[config.mk]
export PLATFORM = sky130hd
export DESIGN_NAME = pal_cfg_streamer
export DESIGN_NICKNAME = d
export VERILOG_FILES = /design/src/rtl/pal_cfg_streamer.sv
export SDC_FILE = /design/constraint.sdc
export NUM_CORES = 1
export LEC_CHECK = 0
export CELL_PAD_IN_SITES_DETAIL_PLACEMENT = 0
export CELL_PAD_IN_SITES_GLOBAL_PLACEMENT = 1
export CORE_UTILIZATION = 43
export DETAILED_ROUTE_END_ITERATION = 8
export PLACE_DENSITY = 0.8
export SLEW_MARGIN = 20
export SYNTH_ARGS = -nofsm -noshare
export SYNTH_HDL_FRONTEND = slang
export SYNTH_SLANG_ARGS = --single-unit
[constraint.sdc]
create_clock -name clk -period 5.5 [get_ports clk]
set_clock_uncertainty 0.1 [all_clocks]
set_input_delay 1.1 -clock clk [delete_from_list [all_inputs] [get_ports clk]]
set_output_delay 1.1 -clock clk [all_outputs]
set_load 0.02 [all_outputs]
[src/rtl/pal_cfg_streamer.sv]
//------------------------------------------------------------------------------
// pal_cfg_streamer
//
// Serialises a configuration bitstream into a PAL. Bytes arrive over a
// valid/ready handshake and are shifted out LSB first on cfg_data. Each bit
// gets one cfg_clk period made of CLK_DIV low cycles followed by CLK_DIV high
// cycles; the PAL samples on the rising edge. After CFG_BITS bits the block
// raises cfg_en and pulses done for one cycle.
//
// Parameters
//   CFG_BITS   total configuration bits per load (default 414)
//   CLK_DIV    clk cycles per cfg_clk half-period, >= 1 (default 2)
//
// Ports
//   clk         in   system clock, rising edge
//   res         in   asynchronous active-high reset
//   start       in   one-cycle load request (ignored while busy)
//   abort       in   terminate any load, return to idle
//   word_data   in   next configuration byte, LSB shifted first
//   word_valid  in   word_data holds a valid byte
//   word_ready  out  block accepts a byte this cycle
//   cfg_clk     out  serial configuration clock (registered)
//   cfg_data    out  serial configuration bit (registered)
//   cfg_en      out  configuration-apply enable (registered)
//   busy        out  load in progress
//   done        out  one-cycle completion pulse
//   crc         out  CRC-8 of the shifted bitstream
//
// Build option
//   PAL_CFG_CRC_EN  when defined, crc is a serial CRC-8 (poly 0x07, init 0x00,
//                   no reflection) of the bits in the order they are shifted
//                   out; otherwise crc is tied to 8'h00.
//------------------------------------------------------------------------------
`timescale 1ns/1ps

module pal_cfg_streamer #(
    parameter int unsigned CFG_BITS = 414,
    parameter int unsigned CLK_DIV  = 2
) (
    input  logic       clk,
    input  logic       res,
    input  logic       start,
    input  logic       abort,
    input  logic [7:0] word_data,
    input  logic       word_valid,
    output logic       word_ready,
    output logic       cfg_clk,
    output logic       cfg_data,
    output logic       cfg_en,
    output logic       busy,
    output logic       done,
    output logic [7:0] crc
);

    localparam int unsigned BW = $clog2(CFG_BITS + 1);
    localparam int unsigned DW = (CLK_DIV > 1) ? $clog2(CLK_DIV) : 1;

    typedef enum logic [2:0] {
        IDLE,
        WAIT_WORD,
        SHIFT_LO,
        SHIFT_HI,
        APPLY
    } state_t;

    state_t        state_q, state_d;
    logic [BW-1:0] bit_cnt_q, bit_cnt_d;
    logic [DW-1:0] div_cnt_q, div_cnt_d;
    logic [2:0]    byte_bits_q, byte_bits_d;
    logic [7:0]    shift_q, shift_d;

    logic          cfg_clk_q, cfg_clk_d;
    logic          cfg_data_q, cfg_data_d;
    logic          cfg_en_q, cfg_en_d;
    logic          word_ready_q, word_ready_d;
    logic          busy_q, busy_d;
    logic          done_q, done_d;

    logic          div_last;

    assign div_last = (div_cnt_q == DW'(CLK_DIV - 1));

    //--------------------------------------------------------------------------
    // Next-state and registered-output logic. All outputs are derived from
    // state_d so that each output register lines up with the state register.
    //--------------------------------------------------------------------------
    always_comb begin
        state_d     = state_q;
        bit_cnt_d   = bit_cnt_q;
        div_cnt_d   = div_cnt_q;
        byte_bits_d = byte_bits_q;
        shift_d     = shift_q;
        cfg_en_d    = cfg_en_q;
        cfg_data_d  = cfg_data_q;

        case (state_q)
            IDLE: begin
                if (start) begin
                    state_d     = WAIT_WORD;
                    bit_cnt_d   = BW'(CFG_BITS);
                    byte_bits_d = '0;
                    cfg_en_d    = 1'b0;
                end
            end

            WAIT_WORD: begin
                // word_ready is high for the whole of this state
                if (word_valid) begin
                    shift_d   = word_data;
                    div_cnt_d = '0;
                    state_d   = SHIFT_LO;
                end
            end

            SHIFT_LO: begin
                if (div_last) begin
                    div_cnt_d = '0;
                    state_d   = SHIFT_HI;
                end else begin
                    div_cnt_d = div_cnt_q + 1'b1;
                end
            end

            SHIFT_HI: begin
                if (div_last) begin
                    div_cnt_d   = '0;
                    shift_d     = shift_q >> 1;
                    bit_cnt_d   = bit_cnt_q - 1'b1;
                    byte_bits_d = byte_bits_q + 3'd1;
                    // Last bit of the load ends the stream even mid-byte, so
                    // unused upper bits of a final partial byte are dropped.
                    if (bit_cnt_q == BW'(1)) begin
                        state_d = APPLY;
                    end else if (byte_bits_q == 3'd7) begin
                        state_d = WAIT_WORD;
                    end else begin
                        state_d = SHIFT_LO;
                    end
                end else begin
                    div_cnt_d = div_cnt_q + 1'b1;
                end
            end

            APPLY: begin
                state_d = IDLE;
            end

            default: begin
                state_d = IDLE;
            end
        endcase

        if (abort) begin
            state_d    = IDLE;
            cfg_en_d   = 1'b0;
            cfg_data_d = 1'b0;
        end

        if (state_d == APPLY) begin
            cfg_en_d = 1'b1;
        end

        // New bit is presented for the whole low phase and held through high
        if (state_d == SHIFT_LO) begin
            cfg_data_d = shift_d[0];
        end

        cfg_clk_d    = (state_d == SHIFT_HI);
        word_ready_d = (state_d == WAIT_WORD);
        busy_d       = (state_d != IDLE);
        done_d       = (state_d == APPLY);
    end

    always_ff @(posedge clk or posedge res) begin
        if (res) begin
            state_q      <= IDLE;
            bit_cnt_q    <= '0;
            div_cnt_q    <= '0;
            byte_bits_q  <= '0;
            shift_q      <= '0;
            cfg_clk_q    <= 1'b0;
            cfg_data_q   <= 1'b0;
            cfg_en_q     <= 1'b0;
            word_ready_q <= 1'b0;
            busy_q       <= 1'b0;
            done_q       <= 1'b0;
        end else begin
            state_q      <= state_d;
            bit_cnt_q    <= bit_cnt_d;
            div_cnt_q    <= div_cnt_d;
            byte_bits_q  <= byte_bits_d;
            shift_q      <= shift_d;
            cfg_clk_q    <= cfg_clk_d;
            cfg_data_q   <= cfg_data_d;
            cfg_en_q     <= cfg_en_d;
            word_ready_q <= word_ready_d;
            busy_q       <= busy_d;
            done_q       <= done_d;
        end
    end

    assign word_ready = word_ready_q;
    assign cfg_clk    = cfg_clk_q;
    assign cfg_data   = cfg_data_q;
    assign cfg_en     = cfg_en_q;
    assign busy       = busy_q;
    assign done       = done_q;

`ifdef PAL_CFG_CRC_EN
    //--------------------------------------------------------------------------
    // Serial CRC-8, updated with the bit being retired as SHIFT_HI ends. The
    // final value lands together with the done pulse and holds until start.
    //--------------------------------------------------------------------------
    logic [7:0] crc_q, crc_d;
    logic       crc_fb;

    assign crc_fb = crc_q[7] ^ shift_q[0];

    always_comb begin
        crc_d = crc_q;
        if (!abort) begin
            if ((state_q == IDLE) && start) begin
                crc_d = '0;
            end else if ((state_q == SHIFT_HI) && div_last) begin
                crc_d = {crc_q[6:0], 1'b0} ^ (crc_fb ? 8'h07 : 8'h00);
            end
        end
    end

    always_ff @(posedge clk or posedge res) begin
        if (res) begin
            crc_q <= '0;
        end else begin
            crc_q <= crc_d;
        end
    end

    assign crc = crc_q;
`else
    assign crc = 8'h00;
`endif

endmodule

Word level (Yosys, flattened, before mapping)
Index checks and enable logic that the tools add are counted.
- add/subtract/negate cells: 3
- equal/unequal tests: 12
- mux-type cells: 26
- reduce and logical (&&, ||, !) cells: 13
- operators with widths (cell ; count):
    3-bit two-way mux ; 8
    9-bit two-way mux ; 2
    9-bit case mux with 2 select lines ; 1
    8-bit two-way mux ; 2
    8-bit case mux with 2 select lines ; 1
    3-bit by 2-bit == test with 1-bit output (second input constant) ; 4
    3-bit case mux with 4 select lines ; 1
    9-bit by 1-bit == test with 1-bit output (second input constant) ; 1
    3-bit nonzero test ; 3
    9-bit by 1-bit subtractor with 9-bit output (second input constant) ; 1
    1-bit two-way mux ; 8
    2-bit nonzero test ; 4
    3-bit by 1-bit == test with 1-bit output (second input constant) ; 2
    3-bit == test (second input constant) ; 2
    2-bit inequality test (second input constant) ; 3
    3-bit case mux with 2 select lines ; 1
    3-bit AND reduction ; 2
    2-bit AND reduction ; 2
    3-bit by 1-bit adder with 3-bit output (second input constant) ; 1
    3-bit logical NOT ; 1
    2-bit two-way mux ; 1
    1-bit case mux with 2 select lines ; 1
    2-bit OR reduction ; 1
    1-bit adder (second input constant) ; 1
- bits in registers: 30
- input port bits: 13
- output and inout bits: 14
- word-level logic and storage cells: 66

Logic depth before layout (Yosys ltp)
Gate-level depths: netlist of the first run.
- depth after elaboration: 9
- gate-level depth with buffers: 7
- mapped depth without buffers: 6

Worst setup path before layout of the first run
No wires, ideal clock.
- path kind: input to register
- start point: in start
- end point: reg bit_cnt_q[8]
- setup time: 0.127 ns
- arrival: 2.262 ns
- data required time: 5.273 ns
- slack: 3.010 ns
- stages: 4
- buffers on the path: 0
- cells stage by stage: or3b_4 -> a211oi_1 -> nand2_1 -> mux2_1
- longest elaborated chain between the ends: 2
- RTL lines (item ; line ; RTL):
    start: declaration ; 42 ; input logic start,
    2-bit inequality test (no line) ; n/a ;
    3-bit AND reduction (no line) ; n/a ;
    end signal: assignment ; 189 ; bit_cnt_q <= bit_cnt_d;
    end: declaration ; 67 ; logic [BW-1:0] bit_cnt_q, bit_cnt_d;
No other way between the ends.
A chain may end at the register's enable or synchronous reset.

Worst setup path after layout of the first run
Same ends and word-level chain as after synthesis.

==> results of run 1 <==
[flip-flops by register name, summed over array words and instances, names as in the netlist]
register / cells
shift_q: 8
state_q: 3
byte_bits_q: 3
cfg_en: 1
busy: 1
cfg_data: 1
bit_cnt_q: 9
cfg_clk: 1
div_cnt_q: 1
word_ready: 1
done: 1
[routing by layer]
metal  part of all wire, %  GRT usage [%]
met5                     0              0
met4                   2.6           10.8
met3                   4.6           4.38
met2                    49           29.1
met1                    43           19.0
[layout make-up]
class	count	area [um^2]
multi-input cells	106	679
flip-flops and latches	30	751
clock buffers	7	55.1
repair buffers	18	180
fillers	339	1620
inverters	17	63.8
clock inverters	1	5.00
well taps	46	57.6
[cell families (layout without fill, tap and decap cells)]
family / after synthesis / in the layout
AO/OA/AOI/OAI: 34 / 34
XOR/XNOR: 3 / 3
adder cells (fa/ha/maj): 4 / 4
buffers and inverters: 32 / 43
flip-flops: 30 / 30
multiplexers: 3 / 3
other: 1 / 8
AND/OR/NAND/NOR: 54 / 54
[worst max-delay path, cell delays in order]
cell and delay (ps):
clkdlybuf4s50_1 480, or3b_4 400, a211oi_1 420, nand2_1 110, mux2_1 340
[power by group through the flow]
stage          combinational (uW)  clock [uW]  sequential, uW
3_5_place_dp                  125           0             306
4_1_cts                       124         141             303
3_3_place_gp                  119           0             305
6_report                      122         136             303
2_1_floorplan                94.9           0             300
5_1_grt                       138         151             309
[through the flow]
step,total power [uW],hold WS [ps]
final,561,379
after detailed placement,431,368
after global routing,598,398
after floorplan,395,343
after global placement,424,361
after CTS,568,384
[worst min path at each step]
stage / startpoint / to / slack, ps / cells past startpoint
final: byte_bits_q[0] / byte_bits_q[0] / 380 / 1
after global routing: byte_bits_q[0] / byte_bits_q[0] / 400 / 1
after CTS: byte_bits_q[0] / byte_bits_q[0] / 380 / 1
after detailed placement: byte_bits_q[0] / byte_bits_q[0] / 370 / 1
after global placement: byte_bits_q[2] / byte_bits_q[2] / 360 / 2
after floorplan: byte_bits_q[1] / byte_bits_q[1] / 340 / 2
[cells in the final DEF, fill, tap and decap left out, drive strengths merged, types with 3 or more instances in the layout]
master	n
ha	4
o21ai	11
clkbuf	7
nand3	5
conb	8
a21oi	4
clkdlybuf4s50	18
inv	17
nor2	8
dfrtp	30
or3	4
xnor2	3
nand2	12
nand2b	4
nand3b	5
a22oi	7
==> run metrics, run 1 <==
I/O pin total 27; Final Slew Violations 0; Final min period 2740 ps; WP data required ~5600 ps; Synth area leaders dfrtp_1 48%, inv_1 4.1%, buf_4 3.8%; Slew @ Worst Pin 666 ps; area after detailed placement approximately 1700 um^2; worst r2r dst bit_cnt_q[8]; Synth Area in Compound Gates 14.6%; Starting Density a little under half; Setup Viol. Count Final 0; drt initial violations 107; pre-CTS setup slack ~2400 ps; fin crit share around 50%; most common cell in the netlist dfrtp_1; max-cap viol count 0; Async SR Flop Fraction between 90% and 100%; Max Fclk 365 MHz; post-DP HPWL 2.19 mm; drt wl/cell around 13 um; Post-CTS Setup Bufs 0; mapped cell area between 1500 and 2000 um^2; Unique masters post-synth 46; Die Y between 60 and 70 um; Reg2Reg Setup Slack 3250 ps; Reg2Reg Depth 6; die area about 4000 um^2; worst flop-to-flop path startpoint bit_cnt_q[0]; clock power share 24.2%; gpl congestion roughly 0.76; first-pass GRT wire length approximately 5.1 mm; VDD IR-drop max between 0.00015 and 0.0002 V; RSZ-0062 raised after global routing no; clk sinks 30; worst-path maximum fanout 4; post-synthesis simple-gate area fraction ~20%; post-DR vias/cell ~5.2; row count 21; layout cells sized above 1 8.94%; Worst setup EP type flip-flop; Remaining DRCs 0; DR pass1 iterations 4; Worst setup endpoint bit_cnt_q[8]; Core Area 3420 um^2; TNS Setup 0 ps; commonest cells in the netlist 30 x dfrtp_1, 17 x inv_1, 12 x nand2_1; CTS Hold Bufs 0; cell taking the most area after synthesis dfrtp_1; drt total wl ~3 mm; total track usage between 10% and 20%; Layout Utilization between 50 and 60%; Post-Place Cells around 220; Reg power frac between 50% and 60%; Critical Path Source start; nets 195; clk slew on worst S/H paths 90 ps; PostCTS Resize Cnt 0; NetSw around 180 uW; worst hold path class flip-flop to flip-flop; Ys Warns 0; initial antenna violation count 0; PnR worst setup slack between 2000 and 3000 ps; Mean Syn Cell Area 9.75 um^2; switching share of power between 30% and 40%; Synth Instances ~160; Final Hold Viols 0; vias around 1200; clk root buf clkbuf_4; Leak slightly above 0.0008 uW; Overflow after GRT 0; proportion of netlist area held by the largest area contributor a little under half; CTS tree yes; clk buf depth 2; Int Power ~380 uW; Adder-Cell Fraction of Synth Area under 10%; largest net degree at the start of global routing 31; sequential share of the synthesized area between 40% and 50%; vias in the first global route around 1100; Synth Flop Type dfrtp_1; Die Span X around 62 um; xor and xnor area share after synthesis between 1.5 and 2%; Gate power share between 20% and 30%; area delta synth->final 14.1%; Port Buffers 18; number of diodes 0; final instance area about 1800 um^2; max_slew headroom 55.2%; number of synthesized flops with an enable pin 0; H-tree Lvls 2; power per cell area roughly 310 nW/um^2; non-filler instance count after layout approximately 230; critical path class input pin to flip-flop; main combinational cell family by area after synthesis simple AND/OR/NAND/NOR gates; startpoint types input pin; status complete, no violations; total CTS buffers 5; Synth Register Bits 30; remaining antenna violation count after routing 0; mux contribution to synthesized area under 10%; crit path DAT 2850 ps; worst skew pair latency roughly 330 ps
(Power assumes the default switching activity.)
==> run 2: changes to the inputs <==
--- a/config.mk
+++ b/config.mk
@@ -7,9 +7,9 @@
 export LEC_CHECK = 0
 export CELL_PAD_IN_SITES_DETAIL_PLACEMENT = 0
 export CELL_PAD_IN_SITES_GLOBAL_PLACEMENT = 1
-export CORE_UTILIZATION = 43
+export CORE_UTILIZATION = 36
 export DETAILED_ROUTE_END_ITERATION = 8
-export PLACE_DENSITY = 0.8
+export PLACE_DENSITY = 0.71
 export SLEW_MARGIN = 20
 export SYNTH_ARGS = -nofsm -noshare
 export SYNTH_HDL_FRONTEND = slang
==> constraint.sdc (replaced) <==
create_clock -name clk -period 2.41 [get_ports clk]
set_clock_uncertainty 0.1 [all_clocks]
set_input_delay 0.482 -clock clk [delete_from_list [all_inputs] [get_ports clk]]
set_output_delay 0.482 -clock clk [all_outputs]
set_load 0.02 [all_outputs]
==> run 2 against run 1 <==
Register-to-register slack got worse by 3000 ps. Design area rose by 5.9%. Global-route usage fell by 0.32 points. Core utilization fell by 6.0 points. Sequential share of layout area fell by 2.3 points. Sequential power rose by 130%. Critical endpoint is now cfg_data. Largest power group unchanged.
==> run metrics, run 2 (synthesis gave the netlist of run 1 again) <==
RSZ-0062 raised after global routing no; worst r2r dst cfg_data; clk sinks 30; worst skew pair latency approximately 280 ps; CTS Hold Bufs 0; area delta synth->final 20.8%; Reg power frac between 40% and 50%; Final Hold Viols 0; clk buf depth 2; Max Fclk ~460 MHz; post-DR vias/cell between 4 and 5; Worst setup EP type flip-flop; WP data required 2480 ps; Setup Viol. Count Final 0; Die Y between 60 and 70 um; worst flop-to-flop path startpoint bit_cnt_q[0]; first-pass GRT wire length approximately 5.5 mm; total track usage between 10% and 20%; row count 23; clk slew on worst S/H paths about 60 ps; vias in the first global route about 1200; max FFs per register 9; die area ~4600 um^2; Final min period about 2200 ps; Regs by FF count bit_cnt_q (9), shift_q (8); initial antenna violation count 0; Reg with most FFs bit_cnt_q; post-DP HPWL between 2 and 2.5 mm; Reg2Reg Depth 6; Overflow after GRT 0; Int Power 979 uW; max-cap viol count 0; Final Slew Violations 0; most frequent cells in the layout 30 x dfrtp_1, 18 x clkdlybuf4s50_1, 17 x inv_1; PostCTS Resize Cnt 0; Post-CTS Setup Bufs 0; status complete, no violations; Port Buffers 18; largest net degree at the start of global routing 31; hold slack 381 ps; clock power share 29.5%; pre-CTS setup slack 55.0 ps; critical path class flip-flop to flip-flop; switching share of power 30.4%; Gate power share 21.0%; startpoint types flip-flop; NetSw 427 uW; drt total wl 3.12 mm; H-tree Lvls 2; worst-path maximum fanout 8; Leak about 0.00088 uW; total CTS buffers 5; HP Start byte_bits_q[0]; gpl congestion 0.775; Die Span X between 60 and 70 um; vias between 1000 and 1500; CTS tree yes; power per cell area about 740 nW/um^2; Fill cells between 300 and 400; PnR worst setup slack between 200 and 250 ps; remaining antenna violation count after routing 0; Layout Utilization a little under half; TNS Setup 0 ps; WHS Path Cells 1; clk root buf clkbuf_8; Core Area around 4100 um^2; commonest non-fill, non-tap cell in the layout dfrtp_1; nets approximately 200; Starting Density between 30 and 40%; drt initial violations 64; DR pass1 iterations 3; worst hold path class flip-flop to flip-flop; fin crit share between 90% and 100%; VDD IR-drop max between 0.0004 and 0.0005 V; I/O pin total 27; Reg2Reg Setup Slack ~230 ps; Hold EP byte_bits_q[0]; drt wl/cell between 10 and 15 um; layout cells sized above 1 12.8%; number of diodes 0; Remaining DRCs 0; crit path DAT about 2300 ps
-- run 2: changes by cell type in the layout (fill, tap and decap cells not counted), sizes merged --
cell	delta
buf	+9
-- run 2: layer usage --
layer  track usage [%]  vias up  share of wire (%)
met2              28.7       17                 49
li1                  -      590                  -
met3              5.00        7                3.1
met4              8.59        0                2.4
met5                 0        -                  0
met1              18.8      569                 46
-- run 2: critical path: stages, from the launching register on --
cell and delay [ps]:
dfrtp_1 460, ha_1 230, nor4b_1 140, buf_4 140, a2111oi_1 480, o2111ai_1 210, mux2_2 300
-- run 2: power groups by stage --
stage	Combinational (uW)	Clock [uW]	Sequential [uW]
global placement	287	0	695
finish	295	415	696
CTS	301	434	694
floorplan	217	0	685
detailed placement	298	0	702
global route	340	461	714
-- run 2: final cells by class --
class	instances	area, um^2	area share (%)
flip-flops and latches	30	751	39.6
multi-input cells	106	681	35.9
repair buffers	27	248	13.1
clock buffers	7	86.3	4.55
inverters	17	63.8	3.36
well taps	50	62.6	3.30
clock inverters	1	5.00	0.264
-- run 2: worst max path at each step --
| stage | cells after the start | startpoint | slack (ps) | endpoint |
|---|---|---|---|---|
| after floorplan | 6 | bit_cnt_q[0] | 340 | bit_cnt_q[8] |
| after global placement | 5 | start | 60 | bit_cnt_q[5] |
| after detailed placement | 5 | start | 60 | bit_cnt_q[5] |
| after CTS | 6 | bit_cnt_q[0] | 120 | cfg_data |
| after global routing | 6 | bit_cnt_q[0] | 50 | cfg_data |
| final | 6 | bit_cnt_q[0] | 230 | cfg_data |
-- run 2: metrics by stage --
stage	instance area [um^2]	power, uW	instances
4_1_cts	1900	1430	238
2_1_floorplan	1600	902	168
3_5_place_dp	1800	1000	230
6_report	1900	1410	238
5_1_grt	1900	1510	238
3_3_place_gp	1800	982	230
